$ cat config.mk
export PLATFORM = sky130hd
export DESIGN_NAME = count_monitor
export DESIGN_NICKNAME = d
export VERILOG_FILES = /design/src/rtl/count_monitor.sv
export SDC_FILE = /design/constraint.sdc
export NUM_CORES = 1
export LEC_CHECK = 0
export ABC_AREA = 1
export CORE_MARGIN = 2
export CORE_UTILIZATION = 35
export DETAILED_ROUTE_END_ITERATION = 8
export PLACE_DENSITY = 0.55
export SYNTH_ARGS = -nofsm -noshare
export SYNTH_HDL_FRONTEND = slang
export SYNTH_SLANG_ARGS = --single-unit
$ cat constraint.sdc
create_clock -name Clock -period 2.05 [get_ports Clock]
set_input_delay 0.3075 -clock Clock [delete_from_list [all_inputs] [get_ports Clock]]
set_output_delay 0.3075 -clock Clock [all_outputs]
set_load 0.01 [all_outputs]
$ cat src/rtl/count_monitor.sv
// Checks a 4-bit counter and its decode output cycle by cycle, reporting lock, sticky error, error and wrap counts.
// Define BOOL_CHECK_EN to also check the Boolean decode input against F(count); otherwise Boolean is ignored.
module count_monitor (
    input  logic       Clock,
    input  logic       Reset,
    input  logic       Input,
    input  logic       A,
    input  logic       B,
    input  logic       C,
    input  logic       D,
    input  logic       Boolean,
    input  logic       Clear,
    output logic       Locked,
    output logic       Error,
    output logic       Mismatch,
    output logic [3:0] ErrCount,
    output logic [7:0] WrapCount
);

    typedef enum logic [1:0] {IDLE, TRACK, FAULT} state_t;

    state_t     state;
    state_t     state_next;
    logic [3:0] prev;
    logic       prev_en;
    logic [3:0] cnt;
    logic [3:0] exp_cnt;
    logic       cnt_mis;
    logic       bool_mis;
    logic       any_mis;
    logic       wrap_hit;

`ifdef BOOL_CHECK_EN
    function automatic logic decode_f(input logic [3:0] c);
        logic a, b, cc, d;
        {d, cc, b, a} = c;
        return (~a & d) | (a & b & cc) | (~cc & d & b) | (a & ~b & cc & d);
    endfunction
`endif

    function automatic logic [3:0] sat_inc4(input logic [3:0] v);
        return (v == 4'hF) ? v : v + 4'd1;
    endfunction

    always_comb begin
        cnt      = {D, C, B, A};
        exp_cnt  = prev + {3'b000, prev_en};
        cnt_mis  = (state != IDLE) && (cnt != exp_cnt);
`ifdef BOOL_CHECK_EN
        bool_mis = (Boolean != decode_f(cnt));
`else
        // Decode input is deliberately ignored in this build.
        bool_mis = Boolean & 1'b0;
`endif
        any_mis  = cnt_mis | bool_mis;
        wrap_hit = (state != IDLE) && (prev == 4'hF) && prev_en && (cnt == 4'h0) && !cnt_mis;
    end

    always_comb begin
        state_next = state;
        if (Clear) begin
            state_next = IDLE;
        end else begin
            case (state)
                IDLE:    state_next = any_mis ? FAULT : TRACK;
                TRACK:   state_next = any_mis ? FAULT : TRACK;
                FAULT:   state_next = FAULT;
                default: state_next = IDLE;
            endcase
        end
    end

    always_ff @(posedge Clock or posedge Reset) begin
        if (Reset) begin
            state     <= IDLE;
            prev      <= 4'h0;
            prev_en   <= 1'b0;
            Locked    <= 1'b0;
            Error     <= 1'b0;
            Mismatch  <= 1'b0;
            ErrCount  <= 4'h0;
            WrapCount <= 8'h00;
        end else begin
            state  <= state_next;
            Locked <= (state_next == TRACK);
            if (Clear) begin
                // Clear discards this cycle's sample; prev/prev_en are reloaded by the next IDLE sample.
                Error     <= 1'b0;
                Mismatch  <= 1'b0;
                ErrCount  <= 4'h0;
                WrapCount <= 8'h00;
            end else begin
                prev     <= cnt;
                prev_en  <= Input;
                Mismatch <= any_mis;
                if (any_mis) begin
                    Error    <= 1'b1;
                    ErrCount <= sat_inc4(ErrCount);
                end
                if (wrap_hit) begin
                    WrapCount <= WrapCount + 8'd1;
                end
            end
        end
    end

endmodule

Word level (Yosys, flattened, before mapping) --
Cells that the tools add are included.
Storage, ports and cells: output and inout port bits 15, word-level logic and storage cells 42, bits in registers 22, input port bits 9
Cells by class: reduce and logical (&&, ||, !) cells 13, equal/unequal tests 7, add/subtract/negate cells 3, multiplexer cells 11
Operators by type and width (count):
- $mux 8 | 2
- $mux 4 | 3
- $add 8x1->8 const B | 1
- $eq 4x4->1 const B | 2
- $reduce_bool 2->1 | 3
- $logic_and 1x1->1 | 5
- $add 4x1->4 | 1
- $add 4x1->4 const B | 1
- $eq 2x1->1 const B | 2
- $logic_not 4->1 | 1
- $mux 2 | 2
- $ne 4x4->1 | 1
- $pmux 2 s2 | 1
- $mux 1 | 3
- $eq 2x2->1 const B | 1
- $logic_not 2->1 | 1
- $ne 2x2->1 const B | 1
- $reduce_and 2->1 | 1
- $reduce_or 2->1 | 1
- $logic_not 1->1 | 1

Logic depth before layout (Yosys ltp) --
word-level depth 7, mapped depth 13

Worst setup path before layout --
Ideal clock, no wire load.
path type register -> register, start register prev[0], end register WrapCount[2], period minus slack after synthesis 1.676 ns, stages on the path, launching flop included 11, path slack 0.374 ns, data arrival time 1.610 ns, setup time 0.066 ns, required time 1.984 ns, buffers on the path 1, cells stage by stage dfrtp_1 -> ha_1 -> ha_1 -> xnor2_1 -> nand2_1 -> nor2_2 -> nand2_2 -> nand2_4 -> buf_8 -> nand4_1 -> nand2_1
Between the ends: word-level cells in the longest chain between the ends 6
RTL lines:
- from (decl) | RTL line 24 | logic [3:0] prev;
- from (signal assigned) | RTL line 93 | prev <= cnt;
- $add 4x1->4 or $eq 4x4->1 (tied branches) | RTL line 47, 56
- $ne 4x4->1 or $logic_and 1x1->1 (tied branches) | RTL line 48, 56
- $logic_and 1x1->1, on equally long branches | RTL line 48, 56
- $logic_not 1->1 or $logic_and 1x1->1 (tied branches) | RTL line 56 | wrap_hit = (state != IDLE) && (prev == 4'hF) && prev_en && (cnt == 4'h0) && !cnt_mis;
- $logic_and 1x1->1 (*) | RTL line 56
- $reduce_bool 2->1 (no line) (*)
- to (signal assigned) | RTL line 101 | WrapCount <= WrapCount + 8'd1;
- to (decl) | RTL line 17 | output logic [7:0] WrapCount
Mark *: on every way between the ends. The rest lies on a longest branch, timed or not. A chain may end at the register's enable or synchronous reset.

Worst setup path after layout --
start register prev_en, end register ErrCount[2]
Between the ends: word-level cells in the longest chain between the ends 5
RTL lines:
- from (decl) | RTL line 25 | logic prev_en;
- from (signal assigned) | RTL line 94 | prev_en <= Input;
- $add 4x1->4 | RTL line 47 | exp_cnt = prev + {3'b000, prev_en};
- $ne 4x4->1 | RTL line 48 | cnt_mis = (state != IDLE) && (cnt != exp_cnt);
- $logic_and 1x1->1 | RTL line 48
- $reduce_bool 2->1 (no line)
- $reduce_and 2->1 (no line)
- to (signal assigned) | RTL line 98 | ErrCount <= sat_inc4(ErrCount);
- to (decl) | RTL line 16 | output logic [3:0] ErrCount,
Every way passes these cells.

==> results.ini <==
[status]
outcome = finished, final reports clean

[clock_network]
insertion_delay_ps = 310
htreeDepth = 1
cts_tree = yes
clockBufferDepth = 2
clock-root-buffer = clkbuf_4
clkSinkCount = 22
clk_pin_slew_ps = 130
cts_inserted_buffers = 3

[drt]
avgRoutedWirePerCell_microns = 11.4
first_iter_violations = 45
routed_wl_microns = 2750
ant_nets = 0
num_vias = 1143
dr.pass1.iters = 4
drc = 0
via_per_inst = 4.76

[sta]
period_needed_ps = 1870
rsz0062_at_grt = no
fin_skew_ps = 3.65
slew_violations = 0
setup_viol = 0
min_period_over_period_pct = 91.4
tightestPinTransition_ps = 295
hold_ws_ps = 317
fmax_mhz = 534
slew_headroom_pct = 80.4
tns_ps = 0
hold_viol = 0

[die]
rows = 21
core_area_sq_um = 3420
die_area_sq_um = 4160
io_pins = 24
die_height_microns = 64.5
start_util_pct = 37.5
die_x_microns = 64.5

[worst_setup_path]
slowest_stage = dfrtp_1
reg2reg_to = ErrCount[2]$_DFFE_PP0P_
path_cells = ha_1 -> ha_1 -> xnor2_1 -> nand2_1 -> nor2_2 -> nand2_2 -> nand2_8 -> nand2_2 -> nand3_1 -> nand2_1
required_ps = 2260
crit_arrival_ps = 2080
critical-path-max-stage-delay_ps = 440
cp-endpoint = ErrCount[2]$_DFFE_PP0P_
crit_path_end_kind = register
critPathLaunchType = register
r2r_setup_slack_ps = 180
cp_max_fo = 8
crit_type = reg2reg
reg2reg_from = prev_en$_DFFE_PP0N_
startpoint = prev_en$_DFFE_PP0N_
r2r_cells = 10

[logic_synthesis]
async_reset_ff_share_pct = 100
yosys-top-cells-count = 47 x nand2_1, 22 x dfrtp_1, 20 x inv_1
yosys_warnings = 0
netlist_area_sq_um = 1280
ys_types = 24
ys_seq_area_share_pct = 42.9
synth_area_leaders = dfrtp_1 43%, nand2_1 14%, nand3_1 7.0%
avgSynthCellArea_sq_um = 7.82
synthFlopType = dfrtp_1
yosysTopAreaCell = dfrtp_1
synth.top_cell.area_share_pct = 42.9
synthCells = 164
synth_nets = 177
yosysMostFrequentCell = nand2_1
synth.ff_latch_count = 22
synth_edf_count = 0

[power_and_ir_drop]
power.density_nw_per_um2 = 720
ir_worst_vdd_mv = 0.352
power_leakage_nw = 0.858
power_mw = 1.18

[grt]
antenna_found_initial = 0
grt_max_degree = 23
grt_first_pass_wirelength_microns = 4760
grt_pass1_vias = 1068
globalRouteOverflowTotal = 0
grt_util_all_layers_pct = 14.3

[final_layout]
drive_above_1_share_pct = 13.4
fin_cells = 240
fillers = 349
syn2layout_area_growth_pct = 27.4
antennaDiodeCount = 0
final_area_sq_um = 1630
nets = 208

[placement]
hpwl_microns = 1920
dp.cells = 231
dpl-instance-area_sq_um = 1550
gp_congestion = 0.782
numPortBuffers = 22

[flow_run]
cap_violations = 0

[worst_hold_path]
hold_path_class = in2async

[where the power goes]
| part | switching [mW] | internal, mW |
|---|---|---|
| Clock | 0.135 | 0.108 |
| Sequential | 0.0476 | 0.487 |
| Combinational | 0.212 | 0.188 |
| Total | 0.394 | 0.783 |
[per-layer routing]
| layer | global-route usage (%) | vias to the layer above | wire length, microns |
|---|---|---|---|
| li1 | - | 587 | - |
| met3 | 2.43 | 5 | 92 |
| met5 | 0 | - | 0 |
| met4 | 4.79 | 0 | 29 |
| met2 | 24.1 | 22 | 1300 |
| met1 | 18.7 | 529 | 1330 |
[state kept, by name (all words and copies together) (netlist names)]
register,cells
WrapCount,8
ErrCount,4
prev,4
state,2
Error,1
Locked,1
Mismatch,1
prev_en,1
[critical path, delay by kind of cell (launching register included)]
| family | cells | cell delay [ps] |
|---|---|---|
| DFF | 1 | 440 |
| adders and majority gates | 2 | 520 |
| xor gates and xnor gates | 1 | 140 |
| and+or+nand+nor | 7 | 690 |
[metrics by stage]
step | setup WS [ps] | util (%)
floorplan | 374 | -
global placement | 175 | 45.4
detailed placement | 153 | 45.4
CTS | 104 | 46.5
global route | 4.09 | 47.8
finish | 177 | 47.8
[worst min-delay path by stage]
stage / slack [ps] / endpoint / start
floorplan: 300 / ErrCount[0]$_DFFE_PP0P_ / Reset
global placement: 490 / state[0]$_DFF_PP0_ / state[1]$_DFF_PP0_
detailed placement: 500 / state[0]$_DFF_PP0_ / state[1]$_DFF_PP0_
CTS: 320 / WrapCount[2]$_DFFE_PP0P_ / Reset
global route: 340 / WrapCount[2]$_DFFE_PP0P_ / Reset
finish: 320 / WrapCount[2]$_DFFE_PP0P_ / Reset
[area by class of cell]
cell class | instances | area [sq um] | area share (%)
Clock buffer | 4 | 36.3 | 2.22
Inverter | 22 | 82.6 | 5.05
Multi-Input combinational cell | 116 | 627 | 38.4
Sequential cell | 22 | 551 | 33.7
Tap cell | 46 | 57.6 | 3.52
Timing Repair Buffer | 30 | 280 | 17.2
[repair_timing]
action | 4_1_cts | 5_1_grt
endpoints found under the setup margin | 0 | 11
setup buffers | 0 | 5
hold buffers | 0 | 0
gates resized for setup | 0 | 1
[cells by family after synthesis]
kind of cell             count (synthesis)  share of synthesized area (%)
AO/OA/AOI/OAI                            6                           2.34
buffers and inverters                   26                           8.88
AND/OR/NAND/NOR                         99                           37.2
flip-flops                              22                           42.9
XOR/XNOR                                 7                           4.78
adder cells (fa/ha/maj)                  4                           3.90
[cells in the final DEF (no fill, tap or decap), drive strengths merged]
master	netlist	routed
a21oi	2	2
nand4	10	10
nand2	52	52
nand3	20	20
xor2	6	6
nor2	14	14
dfrtp	22	22
xnor2	1	1
o21ai	4	4
ha	4	4
clkbuf	1	4
nor3	2	2
buf	3	8
or2	1	1
inv	22	22
clkdlybuf4s50	0	22
Power figures use the tool's default switching activity.
